===== src/rtl/uart_pkg.sv =====
// Shared definitions for the configurable UART receiver.
//   rx_state_e           : receiver FSM state encoding (also exported for debug)
//   PAR_NONE/EVEN/ODD    : PARITY_MODE encodings
//   DEFAULT_N_OVERSAMPLE : default number of i_tick pulses per bit
//   majority3()          : 2-of-3 vote used by the bit sampler
package uart_pkg;

  typedef enum logic [2:0] {
    ST_IDLE    = 3'd0,
    ST_START   = 3'd1,
    ST_DATA    = 3'd2,
    ST_PARITY  = 3'd3,
    ST_STOP    = 3'd4,
    ST_RECOVER = 3'd5
  } rx_state_e;

  localparam int PAR_NONE = 0;
  localparam int PAR_EVEN = 1;
  localparam int PAR_ODD  = 2;

  localparam int DEFAULT_N_OVERSAMPLE = 16;

  function automatic logic majority3(input logic a, input logic b, input logic c);
    return (a & b) | (a & c) | (b & c);
  endfunction

endpackage


===== src/rtl/uart_rx_sync.sv =====
// Input conditioning for the UART receiver: 2-flop synchronizer on the raw
// serial line plus a 3-sample majority voter.
//   i_clock   : system clock
//   i_reset   : asynchronous active-low reset (flops reset to line-idle 1)
//   i_rx      : raw asynchronous serial line
//   i_sample  : store the current synchronized value as a vote sample
//   o_rx_sync : synchronized line value (2 i_clock latency)
//   o_vote    : majority of the two stored samples and the current value,
//               so the vote is ready on the cycle of the third sample
module uart_rx_sync
  import uart_pkg::*;
(
  input  logic i_clock,
  input  logic i_reset,
  input  logic i_rx,
  input  logic i_sample,
  output logic o_rx_sync,
  output logic o_vote
);

  logic       meta_q;
  logic       sync_q;
  logic [1:0] samp_q;

  always_ff @(posedge i_clock or negedge i_reset) begin
    if (!i_reset) begin
      meta_q <= 1'b1;
      sync_q <= 1'b1;
      samp_q <= 2'b11;
    end else begin
      meta_q <= i_rx;
      sync_q <= meta_q;
      if (i_sample) begin
        samp_q <= {samp_q[0], sync_q};
      end
    end
  end

  assign o_rx_sync = sync_q;
  assign o_vote    = majority3(samp_q[1], samp_q[0], sync_q);

endmodule


===== src/rtl/uart_rx_cfg.sv =====
// Configurable oversampling UART receiver.
//   Parameters : NB_DATA (5..9), N_OVERSAMPLE (even, >= 8), N_STOP (1..2),
//                PARITY_MODE (PAR_NONE / PAR_EVEN / PAR_ODD)
//   i_clock        : system clock
//   i_reset        : asynchronous active-low reset
//   i_tick         : one-cycle oversampling enable
//   i_rx           : serial line, idle high
//   o_data         : last received word, LSB = first data bit
//   o_rx_done_tick : one-cycle pulse when a frame completes
//   o_parity_err   : parity mismatch of the completed frame
//   o_frame_err    : a stop bit was sampled low
//   o_break        : data, parity and first stop bit all sampled low
//   o_state        : current FSM state (debug)
// Each bit spans N_OVERSAMPLE ticks, indexed 0..N-1 by tick_cnt_q. Votes are
// taken at ticks N/2-1, N/2, N/2+1; the bit value is acted on at N/2+1.
module uart_rx_cfg
  import uart_pkg::*;
#(
  parameter int NB_DATA      = 8,
  parameter int N_OVERSAMPLE = DEFAULT_N_OVERSAMPLE,
  parameter int N_STOP       = 1,
  parameter int PARITY_MODE  = PAR_NONE
) (
  input  logic               i_clock,
  input  logic               i_reset,
  input  logic               i_tick,
  input  logic               i_rx,
  output logic [NB_DATA-1:0] o_data,
  output logic               o_rx_done_tick,
  output logic               o_parity_err,
  output logic               o_frame_err,
  output logic               o_break,
  output rx_state_e          o_state
);

  localparam int TICK_W = $clog2(N_OVERSAMPLE);
  localparam int BIT_W  = $clog2(NB_DATA + 1);
  localparam int MID    = N_OVERSAMPLE / 2;

  localparam logic [TICK_W-1:0] T_S0   = TICK_W'(MID - 1);
  localparam logic [TICK_W-1:0] T_S1   = TICK_W'(MID);
  localparam logic [TICK_W-1:0] T_EVAL = TICK_W'(MID + 1);
  localparam logic [TICK_W-1:0] T_LAST = TICK_W'(N_OVERSAMPLE - 1);
  localparam logic [BIT_W-1:0]  B_LAST_DATA = BIT_W'(NB_DATA - 1);
  localparam logic [BIT_W-1:0]  B_LAST_STOP = BIT_W'(N_STOP - 1);

  rx_state_e          state_q, state_d;
  logic [TICK_W-1:0]  tick_cnt_q, tick_cnt_d;
  logic [BIT_W-1:0]   bit_cnt_q, bit_cnt_d;
  logic [NB_DATA-1:0] shift_q, shift_d;
  logic               par_acc_q, par_acc_d;     // XOR of data and parity votes
  logic               low_acc_q, low_acc_d;     // every vote so far was low
  logic               frame_acc_q, frame_acc_d; // an earlier stop bit was low
  logic [NB_DATA-1:0] data_q, data_d;
  logic               done_q, done_d;
  logic               perr_q, perr_d;
  logic               ferr_q, ferr_d;
  logic               brk_q, brk_d;

  logic rx_sync;
  logic vote;
  logic in_frame;
  logic tick_last;
  logic at_eval;
  logic sample_en;
  logic par_err;
  logic stop_ferr;
  logic stop_low;

  uart_rx_sync u_sync (
    .i_clock   (i_clock),
    .i_reset   (i_reset),
    .i_rx      (i_rx),
    .i_sample  (sample_en),
    .o_rx_sync (rx_sync),
    .o_vote    (vote)
  );

  assign in_frame  = (state_q == ST_START) || (state_q == ST_DATA) ||
                     (state_q == ST_PARITY) || (state_q == ST_STOP);
  assign tick_last = (tick_cnt_q == T_LAST);
  assign at_eval   = i_tick && (tick_cnt_q == T_EVAL);
  assign sample_en = i_tick && in_frame &&
                     ((tick_cnt_q == T_S0) || (tick_cnt_q == T_S1));

  assign par_err   = (PARITY_MODE == PAR_EVEN) ? par_acc_q :
                     (PARITY_MODE == PAR_ODD)  ? ~par_acc_q : 1'b0;
  assign stop_ferr = frame_acc_q | ~vote;
  // Only the first stop bit takes part in break detection.
  assign stop_low  = (bit_cnt_q == '0) ? (low_acc_q & ~vote) : low_acc_q;

  always_ff @(posedge i_clock or negedge i_reset) begin
    if (!i_reset) begin
      state_q     <= ST_IDLE;
      tick_cnt_q  <= '0;
      bit_cnt_q   <= '0;
      shift_q     <= '0;
      par_acc_q   <= 1'b0;
      low_acc_q   <= 1'b0;
      frame_acc_q <= 1'b0;
      data_q      <= '0;
      done_q      <= 1'b0;
      perr_q      <= 1'b0;
      ferr_q      <= 1'b0;
      brk_q       <= 1'b0;
    end else begin
      state_q     <= state_d;
      tick_cnt_q  <= tick_cnt_d;
      bit_cnt_q   <= bit_cnt_d;
      shift_q     <= shift_d;
      par_acc_q   <= par_acc_d;
      low_acc_q   <= low_acc_d;
      frame_acc_q <= frame_acc_d;
      data_q      <= data_d;
      done_q      <= done_d;
      perr_q      <= perr_d;
      ferr_q      <= ferr_d;
      brk_q       <= brk_d;
    end
  end

  always_comb begin
    state_d     = state_q;
    tick_cnt_d  = tick_cnt_q;
    bit_cnt_d   = bit_cnt_q;
    shift_d     = shift_q;
    par_acc_d   = par_acc_q;
    low_acc_d   = low_acc_q;
    frame_acc_d = frame_acc_q;
    data_d      = data_q;
    done_d      = 1'b0;
    perr_d      = perr_q;
    ferr_d      = ferr_q;
    brk_d       = brk_q;

    // Free-running bit timing inside a frame; state-specific branches below
    // override it where a state exits early.
    if (i_tick && in_frame) begin
      tick_cnt_d = tick_last ? '0 : tick_cnt_q + 1'b1;
    end

    case (state_q)
      ST_IDLE: begin
        if (i_tick && !rx_sync) begin
          state_d     = ST_START;
          tick_cnt_d  = '0;
          bit_cnt_d   = '0;
          shift_d     = '0;
          par_acc_d   = 1'b0;
          low_acc_d   = 1'b1;
          frame_acc_d = 1'b0;
        end
      end

      ST_START: begin
        if (at_eval && vote) begin
          // Start bit did not hold low through its centre: treat as a glitch.
          state_d    = ST_IDLE;
          tick_cnt_d = '0;
        end else if (i_tick && tick_last) begin
          state_d = ST_DATA;
        end
      end

      ST_DATA: begin
        if (at_eval) begin
          shift_d   = {vote, shift_q[NB_DATA-1:1]};
          par_acc_d = par_acc_q ^ vote;
          low_acc_d = low_acc_q & ~vote;
        end
        if (i_tick && tick_last) begin
          if (bit_cnt_q == B_LAST_DATA) begin
            bit_cnt_d = '0;
            state_d   = (PARITY_MODE != PAR_NONE) ? ST_PARITY : ST_STOP;
          end else begin
            bit_cnt_d = bit_cnt_q + 1'b1;
          end
        end
      end

      ST_PARITY: begin
        if (at_eval) begin
          par_acc_d = par_acc_q ^ vote;
          low_acc_d = low_acc_q & ~vote;
        end
        if (i_tick && tick_last) begin
          state_d = ST_STOP;
        end
      end

      ST_STOP: begin
        if (at_eval) begin
          if (bit_cnt_q == B_LAST_STOP) begin
            // Final stop bit: report now instead of waiting out the bit so
            // a following start edge can be caught with zero idle gap.
            done_d     = 1'b1;
            data_d     = shift_q;
            perr_d     = par_err;
            ferr_d     = stop_ferr;
            brk_d      = stop_low;
            tick_cnt_d = '0;
            bit_cnt_d  = '0;
            state_d    = stop_ferr ? ST_RECOVER : ST_IDLE;
          end else begin
            frame_acc_d = stop_ferr;
            low_acc_d   = stop_low;
          end
        end else if (i_tick && tick_last) begin
          bit_cnt_d = bit_cnt_q + 1'b1;
        end
      end

      ST_RECOVER: begin
        // Hold off until the line is released so a break cannot re-trigger.
        if (i_tick && rx_sync) begin
          state_d = ST_IDLE;
        end
      end

      default: begin
        state_d = ST_IDLE;
      end
    endcase
  end

  assign o_data         = data_q;
  assign o_rx_done_tick = done_q;
  assign o_parity_err   = perr_q;
  assign o_frame_err    = ferr_q;
  assign o_break        = brk_q;
  assign o_state        = state_q;

endmodule


===== config.mk =====
export PLATFORM = sky130hd
export DESIGN_NAME = uart_rx_cfg
export DESIGN_NICKNAME = d
export VERILOG_FILES = /design/src/rtl/uart_pkg.sv /design/src/rtl/uart_rx_sync.sv /design/src/rtl/uart_rx_cfg.sv
export SDC_FILE = /design/constraint.sdc
export NUM_CORES = 1
export LEC_CHECK = 0
export CORE_MARGIN = 1
export CORE_UTILIZATION = 45
export DETAILED_ROUTE_END_ITERATION = 16
export GPL_TIMING_DRIVEN = 0
export PLACE_DENSITY = 0.65
export SLEW_MARGIN = 30
export SYNTH_ARGS = -nofsm -noshare
export SYNTH_HDL_FRONTEND = slang
export SYNTH_HIERARCHICAL = 1
export SYNTH_SLANG_ARGS = --single-unit

===== constraint.sdc =====
create_clock -name i_clock -period 2.25 [get_ports i_clock]
set_clock_uncertainty 0.2 [all_clocks]
set_input_delay 0.3375 -clock i_clock [delete_from_list [all_inputs] [get_ports i_clock]]
set_output_delay 0.3375 -clock i_clock [all_outputs]
set_load 0.01 [all_outputs]

== After elaboration in Yosys (flattened, before gate mapping) ==
Cells that the tools add are included.

* Memory bits (writable): 0
* Latch bits: 0
* ROM bits: 0
* Output and inout port bits: 15
* Input port bits: 4
* Flip-flop bits (word level): 36
* Memories kept: 0

* Shift operators: 0
* Add/subtract/negate cells: 2
* Muxes and demuxes: 41
* Reductions and logical operators: 25
* Eq/ne operators: 23
* Div/mod/pow operators: 0
* Multiply operators: 0
* $lt $le $gt $ge: 0
* Bitwise gates (word level): 8

{| class="wikitable"
|+ Operators by type and width
! kind !! number
|-
| 2-to-1 mux 4 bit || 12
|-
| 2-to-1 mux 3 bit || 10
|-
| one-hot mux 4 bit (3 select lines) || 2
|-
| one-hot mux 3 bit (6 select lines) || 1
|-
| 2-to-1 mux 8 bit || 2
|-
| one-hot mux 8 bit (2 select lines) || 1
|-
| == test 4 bit (second input constant) || 3
|-
| 2-to-1 mux 1 bit || 11
|-
| inequality test 2 x 1 -> 1 bit (second input constant) || 5
|-
| inequality test 2 bit (second input constant) || 5
|-
| AND reduction 5 bit || 2
|-
| adder 4 x 1 -> 4 bit (second input constant) || 2
|-
| == test 4 x 3 -> 1 bit (second input constant) || 2
|-
| AND reduction 8 bit || 1
|-
| logical AND 1 bit || 7
|-
| == test 3 x 2 -> 1 bit (second input constant) || 2
|-
| == test 3 bit (second input constant) || 2
|-
| inequality test 3 x 2 -> 1 bit (second input constant) || 2
|-
| AND reduction 3 bit || 2
|-
| nonzero test 3 bit || 2
|-
| bitwise AND 1 bit || 4
|-
| logical NOT 4 bit || 1
|-
| logical OR 1 bit || 4
|-
| AND reduction 4 bit || 1
|-
| other kinds (10) || 13
|}

== Depth between registers and ports, before layout ==
Gate-level depths: netlist of the first run.

* Depth in word-level cells: 9
* Depth in mapped cells: 8
* Mapped depth without buffers: 6

== Modules after synthesis ==
Netlist of the first run, hierarchy kept.

{| class="wikitable"
|+ By module, submodules not included
! module !! area each (µm²) !! times used !! cells an instance !! seq. area each (µm²)
|-
| uart_rx_cfg || 1712.9 || 1 || 157 || 800.8
|-
| uart_rx_sync || 138.9 || 1 || 7 || 105.1
|}

== Least setup slack after synthesis of the first run ==
OpenSTA, ideal clock, no wires.

* Path kind: register to register
* From: reg bit_cnt_q[0]
* To: reg bit_cnt_q[0]
* Cell stages (with the launch flop): 7
* Arrival: 1695 ps
* Path buffers: 0
* Period minus slack after synthesis: 1974 ps
* Path slack: 276 ps
* Cells stage by stage: dfrtp_1 > inv_1 > ha_1 > or3b_2 > o211ai_1 > o21a_2 > mux2i_1

* Longest elaborated chain between the ends: 4
* Elaborated cells between the ends (all ways): 10

{| class="wikitable"
|+ RTL lines
! element !! line !! text
|-
| start: declaration || uart_rx_cfg.sv:49 || <nowiki>logic [BIT_W-1:0] bit_cnt_q, bit_cnt_d;</nowiki>
|-
| start signal: assignment || uart_rx_cfg.sv:109 || <nowiki>bit_cnt_q <= bit_cnt_d;</nowiki>
|-
| adder 4 x 1 -> 4 bit / == test 4 x 3 -> 1 bit (equally long branches) || uart_rx_cfg.sv:176, uart_rx_cfg.sv:209, uart_rx_cfg.sv:172 ||
|-
| 2-to-1 mux 4 bit, on equally long branches || uart_rx_cfg.sv:208, uart_rx_cfg.sv:172 ||
|-
| 2-to-1 mux 4 bit, on equally long branches || uart_rx_cfg.sv:192, uart_rx_cfg.sv:171 ||
|-
| one-hot mux 4 bit (3 select lines) || uart_rx_cfg.sv:142 || <nowiki>case (state_q)</nowiki>
|}

Several ways; a longest one is shown, not always the timed one. The select of a mux whose other input is x is not followed.
A chain may end at the register's enable or synchronous reset.

== Final worst setup path of the first run ==
* From: reg tick_cnt_q[0]
* To: reg data_q[7] (netlist: o_data[7])

* Longest elaborated chain between the ends: 3

{| class="wikitable"
|+ RTL lines
! element !! line !! text
|-
| start: declaration || uart_rx_cfg.sv:48 || <nowiki>logic [TICK_W-1:0] tick_cnt_q, tick_cnt_d;</nowiki>
|-
| start signal: assignment || uart_rx_cfg.sv:108 || <nowiki>tick_cnt_q <= tick_cnt_d;</nowiki>
|-
| == test 4 bit || uart_rx_cfg.sv:82 || <nowiki>assign at_eval = i_tick && (tick_cnt_q == T_EVAL);</nowiki>
|-
| logical AND 1 bit || uart_rx_cfg.sv:82 ||
|-
| AND reduction 3 bit (no source line) || -- ||
|-
| end signal: assignment || uart_rx_cfg.sv:114 || <nowiki>data_q <= data_d;</nowiki>
|-
| end: declaration || uart_rx_cfg.sv:54 || <nowiki>logic [NB_DATA-1:0] data_q, data_d;</nowiki>
|}

Every way passes these cells.

==> results of run 1 <==
==> timing repair <==
action                                  4_1_cts  5_1_grt
resized for setup                             0        3
hold endpoints to repair                      7        0
endpoints found under the setup margin        0       11
hold buffers                                  1        0
setup buffers                                 0        1
==> report_power, final <==
| group | internal [uW] | leakage, uW | switching (uW) | total [uW] |
|---|---|---|---|---|
| Combinational | 220 | 0.000446 | 267 | 487 |
| Clock | 328 | 0.0000541 | 235 | 563 |
| Sequential | 725 | 0.000474 | 75.9 | 801 |
==> layout make-up <==
class	count	area, sq um	share of cell area, %
Multi-Input combinational cell	111	866	38.6
Timing Repair Buffer	20	210	9.37
Inverter	8	30.0	1.34
Buffer	9	60.1	2.68
Clock buffer	5	68.8	3.07
Tap cell	48	60.1	2.68
Sequential cell	36	906	40.4
Clock inverter	3	42.5	1.90
==> logic make-up (layout without fill, tap and decap cells) <==
| logic type | count (synthesis) | in the layout | share of synthesized area, % |
|---|---|---|---|
| compound gates | 43 | 43 | 17.9 |
| xor+xnor | 1 | 1 | 0.473 |
| mux | 15 | 15 | 8.85 |
| other cells | 1 | 1 | 0.203 |
| simple gates | 45 | 45 | 14.9 |
| fa+ha+maj | 6 | 6 | 3.99 |
| flops | 36 | 36 | 48.9 |
| buf+inv | 17 | 45 | 4.73 |
==> worst max path at each step <==
stage                        startpoint  depth (start not counted)  slack, ns                  endpoint
3_3_place_gp                     i_tick                          6      -0.14   o_frame_err$_DFFE_PN0P_
2_1_floorplan  bit_cnt_q[0]$_DFFE_PN0P_                          6       0.28  bit_cnt_q[0]$_DFFE_PN0P_
4_1_cts        bit_cnt_q[0]$_DFFE_PN0P_                          6       0.06  bit_cnt_q[1]$_DFFE_PN0P_
3_5_place_dp                     i_tick                          6      -0.13     o_data[6]$_DFFE_PN0P_
6_report        tick_cnt_q[0]$_DFF_PN0_                          6       0.14     o_data[7]$_DFFE_PN0P_
5_1_grt         tick_cnt_q[0]$_DFF_PN0_                          5       0.01  bit_cnt_q[1]$_DFFE_PN0P_
==> state kept, by name, indices dropped and copies added, names as in the netlist, 2 cells and up <==
signal / flops
u_sync/samp_q: 2
o_data: 8
tick_cnt_q: 4
shift_q: 8
bit_cnt_q: 4
o_state: 3
==> stage by stage <==
stage / TNS, ns / std cells / hold WS (ns) / setup slack (ns) / util, %
2_1_floorplan: 0 / 164 / -0.158 / 0.276 / -
3_3_place_gp: -4.66 / 229 / 0.146 / -0.141 / 54.8
3_5_place_dp: -1.38 / 230 / 0.0624 / -0.130 / 55.4
4_1_cts: 0 / 239 / 0.159 / 0.0620 / 58.6
5_1_grt: 0 / 240 / 0.162 / 0.0119 / 59.1
6_report: 0 / 240 / 0.158 / 0.138 / 59.1
==> critical path, delay by kind of cell, from the launching register on <==
| family | cells | cell delay (ns) |
|---|---|---|
| DFF | 1 | 0.46 |
| buffers and inverters | 2 | 0.40 |
| and+or+nand+nor | 2 | 0.35 |
| muxes | 1 | 0.34 |
| adders and majority gates | 1 | 0.25 |
==> per-layer routing <==
metal	vias up	GRT usage, %
li1	656	-
met1	684	26.5
met2	39	28.1
met3	10	5.17
met4	0	12.0
met5	-	0
==> placed cells by master (no fill, tap or decap), types with 5 or more instances in the layout <==
cell,n
a22o_1,8
clkbuf_8,5
clkdlybuf4s50_1,16
dfrtp_1,32
ha_1,5
inv_1,8
mux2_2,11
nand2_1,10
nor2_1,8
o211ai_1,5
o21ai_0,6
==> summary.md, run 1 <==
| Metric | Value |
|---|---|
| Metal1 wirelength | `between 1500 and 2000 microns` |
| Sinks on Clock Net | `36` |
| GR Overflow Total | `0` |
| Post-route DRC | `0` |
| Global-route usage over all layers | `19.7%` |
| Highest clock frequency the design can meet | `around 470 MHz` |
| Detailed Route WL | `approximately 3600 microns` |
| Antenna diode count | `0` |
| Area of the mapped netlist | `between 0.0015 and 0.002 sq mm` |
| YS warnings | `6` |
| Last weighted congestion value of the routability-driven placer | `about 0.85` |
| Unrepaired setup endpoints after global routing | `false` |
| Layout overhead on the synthesized area | `21.1%` |
| Total number of placement rows | `22` |
| Met3 routed wirelength | `between 150 and 200 microns` |
| Clock period minus worst slack | `between 2 and 2.5 ns` |
| Vias/cell | `between 5 and 6` |
| Worst R2R Setup Slack | `between 0.1 and 0.15 ns` |
| Register area share after synthesis | `48.9%` |
| Fraction of layout cells with a size suffix above 1 | `between 20 and 25%` |
| Num ports | `19` |
| Total setup violations reported at the end of the flow | `0` |
| Via count of the first global-routing pass | `around 1300` |
| FFs w/ async S/R, synth | `100%` |
| Remaining number of nets flagged by the antenna check after routing | `0` |
| Post-detailed-route wirelength per cell | `around 15 microns` |
| Vertical die dimension | `around 66 microns` |
| Slowest CP cell | `dfrtp_1` |
| Worst R2R Path Depth | `6` |
| Number of input and output port buffers inserted | `17` |
| Ranking of synthesized cells by instance count | `dfrtp_1, mux2_2, nand2_1` |
| Gate count of the mapped netlist | `164` |
| Half-perimeter wire length of the detailed placement result | `around 2500 microns` |
| Delay of the slowest cell on the worst path | `0.46 ns` |
| Total Die Area | `between 0.004 and 0.005 sq mm` |
| Flip-flop and latch count after synthesis | `36` |
| Worst Max-Slew Pin Slew | `around 0.55 ns` |
| Total power density per cell area | `between 800 and 900 mW/mm^2` |
| Worst reg2reg endpoint | `o_data[7]$_DFFE_PN0P_` |
| Fill cell total of the finished layout | `~330` |
| Max-capacitance violation count | `0` |
| Leakage power | `~0.001 uW` |
| Hold WC Path Type | `flip-flop to flip-flop` |
| Total number of H-tree levels | `2` |
| Synth unique cells | `52` |
| Dpl cell area | `roughly 0.0021 sq mm` |
| Wire length of the first global-routing pass | `about 6000 microns` |
| Design Power | `about 1900 uW` |
| Maximum fanout encountered on the critical timing path | `10` |
| Worst VDD drop | `0.381 mV` |
| Clock Path Buffers | `2` |
| Type of the worst setup path | `flip-flop to flip-flop` |
| Hold path start | `u_sync/meta_q$_DFF_PN1_` |
| Initial antenna violation count | `0` |
| Mapped Nets | `between 150 and 200` |
| Element type at the critical path end | `flip-flop` |
| Floorplan die width | `between 60 and 70 microns` |
| Pin count of the biggest net entering global routing | `26` |
| Starting utilization of the core area | `roughly half` |
| Worst-path cell chain | `ha_1 -> and4b_1 -> buf_2 -> nand3_1 -> clkbuf_4 -> mux2_2` |
| Type of origin of the critical path | `flip-flop` |
| Share of Yosys cell area claimed by the top area cell type | `a little over two fifths` |
| Number of endpoints with negative hold slack in the final report | `0` |
| Initial DRT Pass Iterations | `4` |
| Cell taking the most area after synthesis | `dfrtp_1` |
| WP data required | `between 2 and 2.5 ns` |
| End of the worst hold path | `u_sync/o_rx_sync$_DFF_PN1_` |
| Mean post-synth cell area | `between 10 and 15 sq um` |
| Number of DRC violations after detailed-routing iteration 0 | `63` |
| Post-layout nets | `200` |
| Vias after detailed routing | `between 1000 and 1500` |
| Clock transition at path regs | `about 0.07 ns` |
| Number of enable flip-flop cells after synthesis | `0` |
| Uppermost signal routing layer after detailed routing | `met4` |
| Worst r2r src | `tick_cnt_q[0]$_DFF_PN0_` |
| Top FF cell, synth | `dfrtp_1` |
| Clock insertion delay at the later pin of the skew report | `a little under 0.3 ns` |
| CTS Root Buffer Type | `clkbuf_8` |
| Library cell with the highest instance count after synthesis | `dfrtp_1` |
| Inserted Clock Buffers | `5` |
| Remaining max-slew budget at the tightest pin | `a little over three fifths` |
| Final cycle utilization of the critical path | `between 90% and 100%` |
| Floorplan Core Area | `0.00380 sq mm` |
| Met2 WL post-DR | `1650 microns` |
| Final number of max-transition violations | `0` |
| Non-Filler Cell Area, Final | `roughly 0.0022 sq mm` |
| CTS tree | `done` |
| Result of the run | `completed` |
| Data arrival time of the critical path | `about 2.1 ns` |
| Worst hold path cell count | `0` |
| Leading cell types by total area after synthesis | `dfrtp_1, mux2_2, dfstp_2` |
Power figures use the tool's default switching activity.
==> run 2: changes to the inputs <==
--- a/config.mk
+++ b/config.mk
@@ -10,7 +10,7 @@
 export DETAILED_ROUTE_END_ITERATION = 16
 export GPL_TIMING_DRIVEN = 0
 export PLACE_DENSITY = 0.65
-export SLEW_MARGIN = 30
+export SLEW_MARGIN = 40
 export SYNTH_ARGS = -nofsm -noshare
 export SYNTH_HDL_FRONTEND = slang
 export SYNTH_HIERARCHICAL = 1
==> results of run 2 <==
Final layout, timing and power as in run 1 (identical DEF).
